`src/rtl/aes_ctrl_pkg.sv`:
```
// Shared definitions for the AES command sequencer.
// Contents: command opcodes, status codes returned to the host, FSM state type,
// and a helper that recognises valid command bytes.
package aes_ctrl_pkg;

  localparam logic [7:0] OP_KEY = 8'h4B;  // 'K'
  localparam logic [7:0] OP_ENC = 8'h45;  // 'E'
  localparam logic [7:0] OP_DEC = 8'h44;  // 'D'

  localparam logic [7:0] ST_OK     = 8'h00;
  localparam logic [7:0] ST_BADCMD = 8'hE0;
  localparam logic [7:0] ST_NOKEY  = 8'hE1;
  localparam logic [7:0] ST_FTMO   = 8'hE2;
  localparam logic [7:0] ST_CTMO   = 8'hE3;

  typedef enum logic [2:0] {
    IDLE,
    RX_PAYLOAD,
    AES_START,
    AES_WAIT,
    TX_STATUS,
    TX_DATA
  } state_t;

  function automatic logic is_cmd(input logic [7:0] b);
    return (b == OP_KEY) || (b == OP_ENC) || (b == OP_DEC);
  endfunction

endpackage

```
`src/rtl/aes_byte_shifter.sv`:
```
// 16-byte shift register: serial-in/parallel-out for received payloads and
// parallel-in/serial-out for result bytes. Bytes enter at [7:0] and move up,
// so the first byte shifted in ends at [127:120]; the byte to send is always
// at [127:120].
// Ports:
//   clk, rst_n    clock, asynchronous active-low reset
//   i_clear       zero the byte count (data untouched)
//   i_load        parallel load i_load_data, zero the count
//   i_shift       shift i_byte in at the bottom, count one byte
//   o_data        current 128-bit contents
//   o_count       bytes shifted since clear/load, saturates at 16
//   o_done        o_count == 16
module aes_byte_shifter (
  input  logic         clk,
  input  logic         rst_n,
  input  logic         i_clear,
  input  logic         i_load,
  input  logic [127:0] i_load_data,
  input  logic         i_shift,
  input  logic [7:0]   i_byte,
  output logic [127:0] o_data,
  output logic [4:0]   o_count,
  output logic         o_done
);

  logic [127:0] r_data;
  logic [4:0]   r_count;

  always_ff @(posedge clk or negedge rst_n) begin
    if (!rst_n) begin
      r_data  <= '0;
      r_count <= '0;
    end else if (i_load) begin
      r_data  <= i_load_data;
      r_count <= '0;
    end else if (i_clear) begin
      r_count <= '0;
    end else if (i_shift && !o_done) begin
      r_data  <= {r_data[119:0], i_byte};
      r_count <= r_count + 5'd1;
    end
  end

  assign o_data  = r_data;
  assign o_count = r_count;
  assign o_done  = (r_count == 5'd16);

endmodule

```
`src/rtl/aes_cmd_ctrl.sv`:
```
// Command sequencer between the UART byte stream and the AES core.
// Parses 'K'/'E'/'D' + 16-byte frames, drives the core, and answers with a
// status byte (plus 16 result bytes for successful E/D) over valid/ready.
// Ports:
//   clk, rst_n                 clock, asynchronous active-low reset
//   rx_data, rx_valid          received byte and its one-cycle strobe
//   tx_data, tx_valid, tx_ready  outgoing byte handshake
//   aes_init, aes_next         one-cycle core start pulses
//   aes_encdec                 1 = encrypt, 0 = decrypt
//   aes_key                    {loaded key, 128'b0} (128-bit key mode)
//   aes_block                  block handed to the core
//   aes_ready, aes_result      core idle/done and its output
//   key_valid                  a key has been loaded and expanded
module aes_cmd_ctrl
  import aes_ctrl_pkg::*;
#(
  parameter int TIMEOUT_CLKS = 5000000,
  parameter int AES_WAIT_MAX = 4096
) (
  input  logic         clk,
  input  logic         rst_n,
  input  logic [7:0]   rx_data,
  input  logic         rx_valid,
  output logic [7:0]   tx_data,
  output logic         tx_valid,
  input  logic         tx_ready,
  output logic         aes_init,
  output logic         aes_next,
  output logic         aes_encdec,
  output logic [255:0] aes_key,
  output logic [127:0] aes_block,
  input  logic         aes_ready,
  input  logic [127:0] aes_result,
  output logic         key_valid
);

  localparam int GAP_W  = $clog2(TIMEOUT_CLKS + 1);
  localparam int WAIT_W = $clog2(AES_WAIT_MAX + 1);
  localparam logic [GAP_W-1:0]  GAP_LIMIT  = GAP_W'(TIMEOUT_CLKS);
  localparam logic [GAP_W-1:0]  GAP_ONE    = GAP_W'(1);
  localparam logic [WAIT_W-1:0] WAIT_LIMIT = WAIT_W'(AES_WAIT_MAX);
  localparam logic [WAIT_W-1:0] WAIT_ONE   = WAIT_W'(1);

  state_t              r_state, w_state_nxt;
  logic [7:0]          r_op, r_status;
  logic [127:0]        r_key;
  logic                r_key_valid;
  logic [GAP_W-1:0]    r_gap;
  logic [WAIT_W-1:0]   r_wait;

  logic         w_rx_clear, w_rx_shift, w_tx_load, w_tx_shift;
  logic         w_op_load, w_st_load, w_key_load, w_kv_clr, w_kv_set;
  logic [7:0]   w_st_val;
  logic [127:0] w_rx_buf, w_tx_buf;
  logic [4:0]   w_rx_cnt, w_tx_cnt;
  logic         w_rx_done, w_tx_done;
  logic         w_unused;

  aes_byte_shifter u_rx_shift (
    .clk         (clk),
    .rst_n       (rst_n),
    .i_clear     (w_rx_clear),
    .i_load      (1'b0),
    .i_load_data ('0),
    .i_shift     (w_rx_shift),
    .i_byte      (rx_data),
    .o_data      (w_rx_buf),
    .o_count     (w_rx_cnt),
    .o_done      (w_rx_done)
  );

  aes_byte_shifter u_tx_shift (
    .clk         (clk),
    .rst_n       (rst_n),
    .i_clear     (1'b0),
    .i_load      (w_tx_load),
    .i_load_data (aes_result),
    .i_shift     (w_tx_shift),
    .i_byte      (8'h00),
    .o_data      (w_tx_buf),
    .o_count     (w_tx_cnt),
    .o_done      (w_tx_done)
  );

  // Only the top byte of the TX buffer is ever sent.
  assign w_unused = ^{w_tx_buf[119:0], w_rx_done};

  always_ff @(posedge clk or negedge rst_n) begin
    if (!rst_n) r_state <= IDLE;
    else        r_state <= w_state_nxt;
  end

  always_comb begin
    w_state_nxt = r_state;
    w_rx_clear  = 1'b0;
    w_rx_shift  = 1'b0;
    w_tx_load   = 1'b0;
    w_tx_shift  = 1'b0;
    w_op_load   = 1'b0;
    w_st_load   = 1'b0;
    w_st_val    = ST_OK;
    w_key_load  = 1'b0;
    w_kv_clr    = 1'b0;
    w_kv_set    = 1'b0;
    aes_init    = 1'b0;
    aes_next    = 1'b0;
    tx_valid    = 1'b0;
    tx_data     = 8'h00;
    unique case (r_state)
      IDLE: begin
        if (rx_valid) begin
          if (is_cmd(rx_data)) begin
            w_op_load   = 1'b1;
            w_rx_clear  = 1'b1;
            w_state_nxt = RX_PAYLOAD;
          end else begin
            w_st_load   = 1'b1;
            w_st_val    = ST_BADCMD;
            w_state_nxt = TX_STATUS;
          end
        end
      end
      RX_PAYLOAD: begin
        // A byte on the expiry cycle wins over the timeout.
        if (rx_valid) begin
          w_rx_shift = 1'b1;
          if (w_rx_cnt == 5'd15) w_state_nxt = AES_START;
        end else if (r_gap == GAP_LIMIT) begin
          w_rx_clear  = 1'b1;
          w_st_load   = 1'b1;
          w_st_val    = ST_FTMO;
          w_state_nxt = TX_STATUS;
        end
      end
      AES_START: begin
        if (r_op == OP_KEY) begin
          w_key_load  = 1'b1;
          w_kv_clr    = 1'b1;
          aes_init    = 1'b1;
          w_state_nxt = AES_WAIT;
        end else if (!r_key_valid) begin
          w_st_load   = 1'b1;
          w_st_val    = ST_NOKEY;
          w_state_nxt = TX_STATUS;
        end else begin
          aes_next    = 1'b1;
          w_state_nxt = AES_WAIT;
        end
      end
      AES_WAIT: begin
        // The core drops ready one cycle after the pulse, so the first
        // AES_WAIT cycle (r_wait == 0) still shows the stale ready.
        if ((r_wait != '0) && aes_ready) begin
          w_st_load = 1'b1;
          w_st_val  = ST_OK;
          if (r_op == OP_KEY) w_kv_set  = 1'b1;
          else                w_tx_load = 1'b1;
          w_state_nxt = TX_STATUS;
        end else if (r_wait == WAIT_LIMIT) begin
          w_st_load   = 1'b1;
          w_st_val    = ST_CTMO;
          w_state_nxt = TX_STATUS;
        end
      end
      TX_STATUS: begin
        tx_valid = 1'b1;
        tx_data  = r_status;
        if (tx_ready) begin
          if ((r_status == ST_OK) && (r_op != OP_KEY)) w_state_nxt = TX_DATA;
          else                                         w_state_nxt = IDLE;
        end
      end
      TX_DATA: begin
        tx_valid = !w_tx_done;
        tx_data  = w_tx_buf[127:120];
        if (tx_ready) begin
          w_tx_shift = 1'b1;
          if (w_tx_cnt == 5'd15) w_state_nxt = IDLE;
        end
      end
      default: w_state_nxt = IDLE;
    endcase
  end

  always_ff @(posedge clk or negedge rst_n) begin
    if (!rst_n) begin
      r_op        <= '0;
      r_status    <= '0;
      r_key       <= '0;
      r_key_valid <= 1'b0;
      r_gap       <= '0;
      r_wait      <= '0;
    end else begin
      if (w_op_load)  r_op     <= rx_data;
      if (w_st_load)  r_status <= w_st_val;
      if (w_key_load) r_key    <= w_rx_buf;
      if (w_kv_clr)      r_key_valid <= 1'b0;
      else if (w_kv_set) r_key_valid <= 1'b1;
      if ((r_state == RX_PAYLOAD) && !rx_valid) r_gap <= r_gap + GAP_ONE;
      else                                      r_gap <= '0;
      if (r_state == AES_WAIT) r_wait <= r_wait + WAIT_ONE;
      else                     r_wait <= '0;
    end
  end

  // During the init pulse the core must already see the new key, before
  // r_key has captured it.
  assign aes_key    = {((r_state == AES_START) && (r_op == OP_KEY)) ? w_rx_buf : r_key,
                       128'h0};
  assign aes_encdec = (r_op == OP_ENC);
  assign aes_block  = w_rx_buf;
  assign key_valid  = r_key_valid;

endmodule

```
`config.mk`:
```
export PLATFORM = sky130hd
export DESIGN_NAME = aes_cmd_ctrl
export DESIGN_NICKNAME = d
export VERILOG_FILES = /design/src/rtl/aes_ctrl_pkg.sv /design/src/rtl/aes_byte_shifter.sv /design/src/rtl/aes_cmd_ctrl.sv
export SDC_FILE = /design/constraint.sdc
export NUM_CORES = 1
export LEC_CHECK = 0
export BUFFER_PORTS_ARGS = -buffer_cell sky130_fd_sc_hd__buf_2
export CORE_AREA = 2 2 210 212
export DETAILED_ROUTE_END_ITERATION = 10
export DIE_AREA = 0 0 212 214
export GPL_TIMING_DRIVEN = 0
export HOLD_SLACK_MARGIN = 0.05
export PLACE_DENSITY = 0.7
export SETUP_SLACK_MARGIN = 0.2
export SYNTH_ARGS = -nofsm -noshare
export SYNTH_HDL_FRONTEND = slang
export SYNTH_SLANG_ARGS = --single-unit
```
`constraint.sdc`:
```
create_clock -name clk -period 3.8 [get_ports clk]
set_input_delay 0.76 -clock clk [delete_from_list [all_inputs] [get_ports clk]]
set_output_delay 0.76 -clock clk [all_outputs]
set_load 0.01 [all_outputs]
```
==> impl_metrics.json <==
{
  "cap_violations": 0,
  "fp.coreArea_um2": 42890,
  "maxSlewViolCount": 0,
  "clk_latency_ps": 590,
  "power_density_nw_per_um2": 543.7,
  "grt_max_degree": 119,
  "cts_buffer_depth": 3,
  "postSynthAreaPerCell_um2": 13.15,
  "netlist_instances": 1466,
  "ff2ff_path_depth": 7,
  "areaGrowthSynthToFinish_pct": 26.77,
  "track_usage": 0.2315,
  "p_total_w": 0.01329,
  "drive_above_1_share": 0.4482,
  "cp_max_fo": 10,
  "cts.clk_slew.worst_paths_ps": 60,
  "rows": 76,
  "synth_enable_flop_cells": 0,
  "report.final.setup_viol": 0,
  "via_per_inst": 5.024,
  "finalCritPeriodShare": 0.9211,
  "firstDrtPassIters": 4,
  "worstMarginPinSlew_ps": 956.4,
  "fmax_mhz": 285.7,
  "drt_iter0_drc": 713,
  "initial_core_util": 0.4495,
  "num-nets-final": 2207,
  "ys.flop_type": "dfrtp_1",
  "start_kind": "register",
  "dp_cells": 2590,
  "vdd_drop_max_mv": 0.4687,
  "clock_sink_count": 445,
  "dieArea_um2": 45370,
  "fp.dieH_um": 214,
  "port_buffers": 409,
  "rsz0062_at_grt": "no",
  "worstPathCellList": "nor4b_1 -> nand4_1 -> nor2_4 -> buf_8 -> buf_4 -> mux2_2 -> buf_2",
  "fin_ws_ps": 299.7,
  "leakage_nw": 14.01,
  "synth.distinct_cells": 56,
  "slowest_stage": "dfrtp_1",
  "fin_crit_ps": 3500,
  "slowest_delay_ps": 400,
  "hold_buffers": 0,
  "numCtsBuffers": 48,
  "ff2ff_setup_slack_ps": 1140,
  "ys_async_sr_fraction": 1.000,
  "avgRoutedWirePerCell_um": 19.77,
  "ant_nets": 0,
  "r2r_end": "u_rx_shift.o_data[74]",
  "ys_seq_area_frac": 0.5777,
  "antenna_found_initial": 17,
  "arrival_ps": 2740,
  "hpwl_um": 39640,
  "final_hold_viol_count": 0,
  "dpl_worst_slack_ps": 510.5,
  "synth_area_um2": 19280,
  "cp-end-kind": "primary output",
  "routed_wirelength_um": 53130,
  "grt_pass1_wl_um": 81940,
  "ios": 538,
  "drc": 0,
  "path_class": "reg -> out",
  "h-tree-depth": 2,
  "synth_seq_cells": 445,
  "first_global_vias": 13940,
  "final_cells": 2687,
  "hold_class": "in -> async",
  "status": "completed",
  "ys_warn_count": 0,
  "cts_root_buf": "clkbuf_16",
  "grt-ovfl-total": 0,
  "placed_cell_area_um2": 22620,
  "worstPathRequired_ps": 3040,
  "via_count": 13500,
  "fin_skew_ps": 15.26,
  "die_x_um": 212,
  "fin_hold_ws_ps": 231.5,
  "r2r-start": "u_rx_shift.o_count[0]",
  "design_area_um2": 24440,
  "routabilityCongestion": 0.8555,
  "slew_headroom": 0.3624,
  "cts_tree": "done"
}
-- cells in the mapped netlist (all sizes together) (4+ instances only) --
| cell | number | share of area |
|---|---|---|
| nand2b | 8 | 0.0026 |
| xnor2 | 16 | 0.0073 |
| and3 | 15 | 0.0049 |
| nor3b | 4 | 0.0016 |
| nand2 | 53 | 0.010 |
| and2 | 8 | 0.0026 |
| nor4b | 7 | 0.0035 |
| a21oi | 10 | 0.0026 |
| and4 | 4 | 0.0018 |
| ha | 10 | 0.0065 |
| buf | 180 | 0.067 |
| nor2 | 53 | 0.010 |
| xor2 | 19 | 0.0086 |
| nand4 | 5 | 0.0016 |
| a21o | 112 | 0.044 |
| a22o | 111 | 0.050 |
| clkbuf | 29 | 0.0056 |
| mux2 | 260 | 0.15 |
| nor3 | 5 | 0.0019 |
| o21ai | 30 | 0.0078 |
| dfrtp | 445 | 0.58 |
| nand3 | 19 | 0.0052 |
| mux2i | 12 | 0.0062 |
| or3 | 5 | 0.0016 |
| nor4 | 5 | 0.0016 |
| inv | 14 | 0.0027 |
-- worst max path at each step --
stage | start | endpoint | cells after the start
after global routing | r_op[7] | aes_key[185] | 7
after detailed placement | r_op[7] | aes_key[249] | 7
final | r_op[7] | aes_key[193] | 7
after global placement | rst_n | r_key[117] | 1
after floorplan | r_state[1] | aes_key[246] | 6
after CTS | r_state[1] | aes_key[152] | 7
-- cells by family after synthesis --
logic type	share of synthesized area
compound gates	0.1099
xor+xnor	0.01590
fa+ha+maj	0.006491
buf+inv	0.07568
flops	0.5777
mux	0.1581
other cells	0.0001945
simple gates	0.05602
-- critical path, delay by kind of cell, from the launching register on --
family                 cells  cell delay, ps
AND/OR/NAND/NOR            3             810
buffers and inverters      3             560
flip-flops                 1             400
multiplexers               1             370
-- state kept, by name, indices dropped and copies added (netlist names) --
signal / flops
r_key: 128
u_rx_shift.o_data: 128
u_tx_shift.o_data: 128
r_gap: 23
r_wait: 13
r_op: 8
u_rx_shift.o_count: 5
u_tx_shift.o_count: 5
r_state: 3
r_status: 3
key_valid: 1
-- power breakdown --
group	internal [W]	total, W	switching [W]
Clock	0.00305	0.00500	0.00196
Combinational	0.00109	0.00243	0.00135
Sequential	0.00524	0.00585	0.000608
Total	0.00938	0.0133	0.00391
-- final cells by class --
| class | count | area (um^2) |
|---|---|---|
| clock buffer | 69 | 1440 |
| sequential | 445 | 11140 |
| antenna | 9 | 22.52 |
| multi-input combinational | 925 | 7168 |
| buffer | 209 | 1458 |
| clock inverter | 18 | 280.3 |
| inverter | 14 | 52.55 |
| fill | 3545 | 18450 |
| tap | 585 | 732.0 |
| timing repair buffer | 413 | 2147 |
-- metal layers --
metal	GRT usage	routed length (um)	vias to the layer above
li1	-	-	6133
met1	0.2777	21270	6821
met2	0.3967	26270	416
met3	0.06905	4038	112
met4	0.07606	1450	18
met5	0	98	-
-- timing repair --
item	4_1_cts	5_1_grt
cloned	0	0
buffers inserted	1	0
endpoints found under the setup margin	128	107
pin swaps	1	0
gates resized for setup	10	8
-- metrics by stage --
step	utilization	setup TNS (ps)
after CTS	0.5686	0
final	0.5698	0
after global routing	0.5695	0
after floorplan	-	0
after global placement	0.5254	-2973880
after detailed placement	0.5275	0
-- cell usage in the layout (no fill, tap or decap), types with 7 or more instances in the layout --
| cell | count |
|---|---|
| xnor2_1 | 16 |
| nand2b_1 | 8 |
| a22o_1 | 111 |
| inv_1 | 14 |
| a21oi_1 | 10 |
| and2_1 | 8 |
| diode_2 | 9 |
| buf_4 | 135 |
| clkbuf_1 | 34 |
| buf_2 | 433 |
| and3_1 | 15 |
| nand2_1 | 53 |
| nand3_1 | 18 |
| xor2_1 | 19 |
| o21ai_0 | 23 |
| ha_1 | 10 |
| clkbuf_8 | 16 |
| o21ai_1 | 7 |
| a21o_1 | 112 |
| conb_1 | 128 |
| buf_6 | 15 |
| clkbuf_16 | 48 |
| nor2_1 | 51 |
| mux2_2 | 254 |
| dfrtp_1 | 445 |
| mux2i_1 | 12 |
Power figures use the tool's default switching activity.
